[src/rtl/reg_write_queue.sv]
// reg_write_queue
//   Write-side initiator for the 8x8 register file. ALU results (data plus
//   destination address) are buffered in a small FIFO. One entry per clock is
//   drained into the register-file write port (RF_IN / RF_INADDRESS / RF_WRITE).
//   Result production is decoupled from register-file commit, and the queue
//   absorbs pipeline stalls.
//
//   Optional feature: define REGQ_BYPASS_EN to enable the LOOKUP_* forwarding
//   search. Without it, the LOOKUP_* ports exist but are tied to zero.
//
// Ports
//   CLK           in   clock, all state on rising edge
//   RESET         in   asynchronous active-low reset
//   IN_DATA       in   result data from ALU
//   IN_ADDR       in   destination register
//   IN_VALID      in   push request
//   IN_READY      out  queue can accept (COUNT != DEPTH)
//   STALL         in   hold drain; pushes still accepted
//   FLUSH         in   synchronous discard of all pending entries
//   RF_WRITE      out  register-file WRITE
//   RF_INADDRESS  out  register-file INADDRESS
//   RF_IN         out  register-file IN
//   COUNT         out  pending entries (excludes entry on RF_*)
//   EMPTY         out  COUNT == 0
//   LOOKUP_ADDR   in   bypass query address
//   LOOKUP_HIT    out  a pending write to LOOKUP_ADDR exists
//   LOOKUP_DATA   out  youngest pending data for LOOKUP_ADDR
module reg_write_queue #(
    parameter int DATA_W = 8,
    parameter int ADDR_W = 3,
    parameter int DEPTH  = 4
) (
    input  logic                    CLK,
    input  logic                    RESET,
    input  logic [DATA_W-1:0]       IN_DATA,
    input  logic [ADDR_W-1:0]       IN_ADDR,
    input  logic                    IN_VALID,
    output logic                    IN_READY,
    input  logic                    STALL,
    input  logic                    FLUSH,
    output logic                    RF_WRITE,
    output logic [ADDR_W-1:0]       RF_INADDRESS,
    output logic [DATA_W-1:0]       RF_IN,
    output logic [$clog2(DEPTH):0]  COUNT,
    output logic                    EMPTY,
    input  logic [ADDR_W-1:0]       LOOKUP_ADDR,
    output logic                    LOOKUP_HIT,
    output logic [DATA_W-1:0]       LOOKUP_DATA
);

    localparam int PTR_W = $clog2(DEPTH);
    localparam int CNT_W = PTR_W + 1;

    typedef struct packed {
        logic [ADDR_W-1:0] addr;
        logic [DATA_W-1:0] data;
    } entry_t;

    entry_t             mem [DEPTH];
    logic [PTR_W-1:0]   head;
    logic [PTR_W-1:0]   tail;
    logic [CNT_W-1:0]   count;
    logic               push;
    logic               pop;

    // IN_READY depends only on state, so it never forms a loop with IN_VALID.
    // A full queue refuses a push even when it pops on the same edge.
    assign IN_READY = (count != CNT_W'(DEPTH));

    // FLUSH discards a same-edge push and suppresses the pop.
    // A FLUSH therefore wins over a STALL.
    assign push = IN_VALID && IN_READY && !FLUSH;
    assign pop  = (count != '0) && !STALL && !FLUSH;

    assign COUNT = count;
    assign EMPTY = (count == '0);

    // NOTE: the storage array has no reset. Only the pointers and count define
    // which entries are valid, so clearing the array would add reset fan-out
    // for no functional gain.
    always_ff @(posedge CLK) begin
        if (push) begin
            mem[tail] <= '{addr: IN_ADDR, data: IN_DATA};
        end
    end

    // NOTE: sequential state uses non-blocking assignments. Every register
    // then samples the values that were present before the edge, whatever
    // the order of the statements.
    always_ff @(posedge CLK or negedge RESET) begin
        if (!RESET) begin
            head         <= '0;
            tail         <= '0;
            count        <= '0;
            RF_WRITE     <= 1'b0;
            RF_IN        <= '0;
            RF_INADDRESS <= '0;
        end else begin
            // The RF_* outputs are registered. On cycles without a pop, the
            // data and address keep their last value.
            RF_WRITE <= pop;
            if (pop) begin
                RF_IN        <= mem[head].data;
                RF_INADDRESS <= mem[head].addr;
            end

            if (FLUSH) begin
                head  <= '0;
                tail  <= '0;
                count <= '0;
            end else begin
                if (push) tail <= tail + PTR_W'(1);
                if (pop)  head <= head + PTR_W'(1);
                case ({push, pop})
                    2'b10:   count <= count + CNT_W'(1);
                    2'b01:   count <= count - CNT_W'(1);
                    default: ;
                endcase
            end
        end
    end

`ifdef REGQ_BYPASS_EN
    logic [PTR_W-1:0] scan_idx;

    // The scan runs from oldest to youngest, and each later match overwrites
    // an earlier one. The youngest pending write therefore wins. The entry on
    // RF_* is the oldest candidate, so it is loaded first.
    // NOTE: every output of a combinational block is given a default before
    // any conditional logic, so no path can leave it unassigned and infer
    // a latch.
    always_comb begin
        LOOKUP_HIT  = 1'b0;
        LOOKUP_DATA = '0;
        scan_idx    = head;
        if (RF_WRITE && (RF_INADDRESS == LOOKUP_ADDR)) begin
            LOOKUP_HIT  = 1'b1;
            LOOKUP_DATA = RF_IN;
        end
        for (int i = 0; i < DEPTH; i++) begin
            scan_idx = head + PTR_W'(i);
            if ((CNT_W'(i) < count) && (mem[scan_idx].addr == LOOKUP_ADDR)) begin
                LOOKUP_HIT  = 1'b1;
                LOOKUP_DATA = mem[scan_idx].data;
            end
        end
    end
`else
    logic unused_lookup;

    assign LOOKUP_HIT    = 1'b0;
    assign LOOKUP_DATA   = '0;
    assign unused_lookup = ^LOOKUP_ADDR;
`endif

endmodule

[config.mk]
export PLATFORM = sky130hd
export DESIGN_NAME = reg_write_queue
export DESIGN_NICKNAME = d
export VERILOG_FILES = /design/src/rtl/reg_write_queue.sv
export SDC_FILE = /design/constraint.sdc
export NUM_CORES = 1
export LEC_CHECK = 0
export CAP_MARGIN = 20
export CORE_MARGIN = 2
export CORE_UTILIZATION = 47
export DETAILED_ROUTE_END_ITERATION = 8
export GPL_ROUTABILITY_DRIVEN = 1
export PLACE_DENSITY = 0.75
export RECOVER_POWER = 25
export SYNTH_ARGS = -nofsm -noshare
export SYNTH_HDL_FRONTEND = slang
export SYNTH_SLANG_ARGS = --single-unit
[constraint.sdc]
create_clock -name CLK -period 2.1 [get_ports CLK]
set_clock_uncertainty 0.05 [all_clocks]
set_input_delay 0.315 -clock CLK [delete_from_list [all_inputs] [get_ports CLK]]
set_output_delay 0.315 -clock CLK [all_outputs]
set_load 0.02 [all_outputs]
# ---- After elaboration in Yosys (flattened, before gate mapping)
# Memories as Yosys holds them, arrays and structs flattened. A register that Yosys moved wholly into a read port is not among the register bits.
# Index checks and enable logic that the tools add are counted.
dict set report word_totals {
  mem_bits_rw 44
  memories 1
  ff_bits 8
  output_inout_bits 26
}
dict set report op_classes {
  eq_ne 3
  reduce_logical 12
  add_sub_neg 4
  n_mux 8
}
# name depth word_bits rd rd_ports_with_merged_regs wr line_no
set mem_list {}
lappend mem_list {mem 4 11 1 1 1 59} ;# entry_t mem [DEPTH];
# operator n
set op_table {}
lappend op_table {{2-bit two-way mux} 4}
lappend op_table {{3-bit one-hot mux with 2 select lines} 1}
lappend op_table {{3-bit nonzero test} 2}
lappend op_table {{2-bit by 1-bit adder with 2-bit output, second input constant} 2}
lappend op_table {{1-bit logical AND} 4}
lappend op_table {{2-bit nonzero test} 2}
lappend op_table {{3-bit by 1-bit adder with 3-bit output, second input constant} 1}
lappend op_table {{1-bit logical NOT} 3}
lappend op_table {{3-bit logical NOT} 1}
lappend op_table {{3-bit two-way mux} 1}
lappend op_table {{3-bit != test, second input constant} 1}
lappend op_table {{3-bit by 1-bit subtractor with 3-bit output, second input constant} 1}
lappend op_table {{2-bit by 1-bit equality test with 1-bit output, second input constant} 1}
lappend op_table {{2-bit equality test, second input constant} 1}
lappend op_table {{1-bit two-way mux} 2}

# ---- Longest topological paths before layout
dict set report logic_depth {
  ltp_word 6
  depth_mapped 10
  mapped_depth_nobuf 7
}

# ---- Worst setup path after synthesis
# No wires, ideal clock.
dict set report synth_path {
  path_type {reg-to-reg}
  start {register count[0], in the netlist COUNT[0]}
  end {register count[1], in the netlist COUNT[1]}
  arrival_ns 2.472
  period_less_slack_ns 2.587
  path_slack_ns -0.487
  setup_time_ns 0.065
  stages_incl_launch_ff 10
  n_path_buf 2
  required_ns 1.985
  cell_sequence {dfrtp_1 nor3_2 or2_1 buf_6 buf_6 a21oi_1 fa_1 nand2b_1 a2111oi_1 a211o_1}
}
dict set report synth_between {
  elab_chain_cells 6
  elab_cells_between_ends 13
  classes_between {add/sub (2); eq/ne (3); mux (2); reduce/logical (6)}
}
# item line_no
set synth_rtl {}
lappend synth_rtl {{start: declaration} 62} ;# logic [CNT_W-1:0] count;
lappend synth_rtl {{start signal: assignment} 115} ;# 2'b10: count <= count + CNT_W'(1);
lappend synth_rtl {{start signal: assignment} 116} ;# 2'b01: count <= count - CNT_W'(1);
lappend synth_rtl {{3-bit != test / 3-bit nonzero test (equally long branches)} {68, 73}}
lappend synth_rtl {{1-bit logical AND, on equally long branches (2 in a row)} {72, 73}}
lappend synth_rtl {{2-bit by 1-bit equality test with 1-bit output / 2-bit equality test (equally long branches)} 114} ;# case ({push, pop})
lappend synth_rtl {{3-bit one-hot mux with 2 select lines} 114}
lappend synth_rtl {{3-bit two-way mux} 107} ;# if (FLUSH) begin
# Parallel ways exist; a longest one is shown, timed or not.
# A chain may end at the register's enable or synchronous reset.

# ---- Worst setup path after layout
dict set report layout_path {
  start {input FLUSH}
  end {register count[1], in the netlist COUNT[1]}
}
dict set report layout_between {
  elab_chain_cells 5
  elab_cells_between_ends 8
  classes_between {eq/ne (2); mux (2); reduce/logical (4)}
}
# item line_no
set layout_rtl {}
lappend layout_rtl {{start: declaration} 40} ;# input logic FLUSH,
lappend layout_rtl {{1-bit logical NOT} {72, 73}}
lappend layout_rtl {{1-bit logical AND, on equally long branches} {73, 72}}
lappend layout_rtl {{2-bit by 1-bit equality test with 1-bit output / 2-bit equality test (equally long branches)} 114}
lappend layout_rtl {{3-bit one-hot mux with 2 select lines} 114}
lappend layout_rtl {{3-bit two-way mux} 107}
# Parallel ways exist; a longest one is shown, timed or not.

==> results.json <==
{
  "status": "complete, no violations",
  "setup-violations-final": 0,
  "syn-cell-area_sq_mm": 0.00272,
  "drc": 0,
  "comb_power_share_pct": 27.4,
  "grt_pass1_wl_mm": 7.76,
  "cts.sink_count": 63,
  "rows": 27,
  "slew_viol_final": 0,
  "slew_headroom_pct": 23.0,
  "crit_top_cell": "or2_1",
  "holdPathStages": 1,
  "grt_pass1_vias": 1552,
  "critPathSlowestCell": "clkdlybuf4s50_1",
  "die-area_sq_mm": 0.00641,
  "first_pass_iters": 4,
  "hpwl_mm": 3.33,
  "cts_hold_buf": 0,
  "antenna_left": 0,
  "cp_max_fo": 2,
  "clock.fmax_mhz": 491,
  "syn_area_per_cell_sq_um": 17.0,
  "initial_core_util_pct": 49.1,
  "synthToLayoutAreaGrowth_pct": 25.7,
  "synth_top_cell_area_share_pct": 48.6,
  "wl_per_cell_um": 16.5,
  "grt-ovfl-total": 0,
  "core_sq_mm": 0.00554,
  "numCtsBuffers": 9,
  "port_buffers": 32,
  "die_width_um": 80.1,
  "synth_ff_type": "edfxtp_1",
  "gp_congestion": 0.902,
  "hold_viol": 0,
  "cts_tree": "done",
  "final_cells": 294,
  "worstPathArrival_ns": 2.20,
  "syn_inst": 160,
  "grt_max_degree": 20,
  "fin_crit_sh_pct": 97.0,
  "cpPeakStageDelay_ns": 0.42,
  "dr_total_vias": 1531,
  "yosysWarnings": 0,
  "leakagePower_uw": 0.00130,
  "dp.cells": 273,
  "power_density_mw_per_mm2": 1040,
  "ios": 45,
  "clk_path_buf_depth": 2,
  "die_h_um": 80.1,
  "drtIter0Drc": 107,
  "seq_power_share_pct": 45.1,
  "min_period_ns": 2.04,
  "grt_usage_pct": 17.0,
  "root_buffer": "clkbuf_8",
  "power.internal_uw": 2570,
  "clk_pin_slew_ns": 0.06,
  "yosysSeqAreaShare_pct": 66.0,
  "power_uw": 3550,
  "wl_mm": 4.86,
  "worstPathCellList": "clkdlybuf4s50_1 > or2_1 > or2_1 > a21oi_2 > fa_1 > nand2b_1 > nor3_1 > a211o_1",
  "n_antenna_cell": 0,
  "fin_nets": 242,
  "drive_above_1_share_pct": 27.9,
  "cts_max_level": 3,
  "synth-async-reset-ratio_pct": 30.2,
  "worstSkewPairLatency_ns": 0.33,
  "antenna_found_initial": 0,
  "yosys.area.top_type": "edfxtp_1",
  "reg2reg_depth": 7,
  "ff_latch_area_sq_mm": 0.00180,
  "fill_cells": 449,
  "min_path_type": "flip-flop to flip-flop",
  "irDropWorstVdd_uv": 897,
  "start_kind": "input pin",
  "sw_frac_of_total_pct": 27.5,
  "whs_ns": 0.448,
  "netSwitchingPower_uw": 975,
  "clockPowerShare_pct": 27.5,
  "dp_worst_setup_slack_ns": -0.314,
  "fin_ws_ns": 0.0639,
  "synthDistinctLibCells": 42,
  "critPathKind": "input pin to flip-flop",
  "synth_edf_count": 44,
  "multiInputGateArea_sq_um": 820,
  "synthTopCellsByArea": "edfxtp_1, dfrtp_1, mux4_2",
  "end_kind": "flip-flop",
  "worstMarginPinSlew_ns": 1.16,
  "worst_ep_required_time_ns": 2.27,
  "drv_cap": 0,
  "vias_per_cell": 5.21,
  "synth-seq-cells": 63
}
-- what timing repair did --
action | 4_1_cts | 5_1_grt
resized for setup | 3 | 1
gates cloned | 0 | 0
endpoints found under the setup margin | 3 | 1
setup buffers | 0 | 6
hold endpoints to repair | 0 | 0
pin swaps | 0 | 2
-- worst paths after layout --
check,startpoint,slack (ns),to
worst max-delay path,FLUSH,0.06,COUNT[1]
worst max register to register,COUNT[2],0.09,COUNT[1]
worst min register to register,RF_IN[7],0.45,RF_IN[7]
worst min-delay path,RF_IN[7],0.45,RF_IN[7]
min in group asynchronous,RESET,0.67,RF_WRITE
max in group asynchronous,RESET,0.55,COUNT[2]
-- state kept, by name (all words and copies together), names as in the netlist --
name and cells:
COUNT 3, RF_IN 8, RF_INADDRESS 3, RF_WRITE 1, head 2, mem 44, tail 2
-- stage by stage --
stage / TNS (ns) / instance area (sq um) / utilization (%)
detailed placement: -0.317 / 3190 / 57.6
finish: 0 / 3420 / 61.7
CTS: 0 / 3370 / 60.9
floorplan: -0.396 / 2770 / -
global route: -0.00111 / 3420 / 61.7
global placement: -0.283 / 3190 / 57.6
-- layer usage --
layer  vias up  track usage (%)  wire length, um
met3         6             5.17              276
met5         -                0                0
met1       769             21.4             2040
met2        53             27.1             2490
met4         0             7.80               63
li1        703                -                -
-- cells in the mapped netlist, types with 2 or more instances --
library cell / n
edfxtp_1: 44
dfrtp_1: 19
mux4_2: 11
buf_4: 9
a21oi_1: 7
mux2_4: 7
inv_1: 5
and2_1: 4
buf_6: 4
ha_1: 4
mux2_1: 4
nand3_1: 3
o21ai_0: 3
a21o_1: 2
clkbuf_1: 2
nand2_1: 2
nand2b_1: 2
nor3_1: 2
or2_1: 2
or3_1: 2
-- critical path, delay by kind of cell --
kind	cells	cell delay (ns)
fa+ha+maj	1	0.42
simple gates	4	0.64
compound gates	2	0.41
buf+inv	1	0.42
-- final cells by class --
type	count	area share, %
repair buffers	56	14.8
inverters	6	0.659
clock inverters	3	1.32
clock buffers	12	3.95
multi-input cells	82	24.0
flip-flops and latches	63	52.7
well taps	72	2.63
-- power groups by stage --
stage	logic [uW]	clock network [uW]	registers, uW
global placement	936	0	1610
detailed placement	953	0	1630
finish	970	977	1600
CTS	954	1010	1600
global route	1040	1060	1620
floorplan	413	0	1750
-- kinds of logic after synthesis --
group           synth area share, %
simple gates                   5.70
fa+ha+maj                      2.57
flops                          66.0
compound gates                 4.74
other cells                   0.138
buf+inv                        5.56
mux                            14.6
xor+xnor                      0.644
-- placed cells by master (no fill, tap or decap), drive strengths merged, types with 2 or more instances in the layout --
cell,n
a2111oi,2
a21oi,7
clkbuf,13
and2,4
mux4,11
conb,9
dfrtp,19
ha,4
nand2,2
dlygate4sd3,6
dlygate4sd2,2
buf,23
a21o,2
clkdlybuf4s50,24
inv,6
o21ai,3
nor3b,2
nor3,3
nand3,3
edfxtp,44
clkinvlp,2
mux2,11
or2,3
or3,2
nand2b,2
No activity file was read; power rests on OpenSTA's default activity.
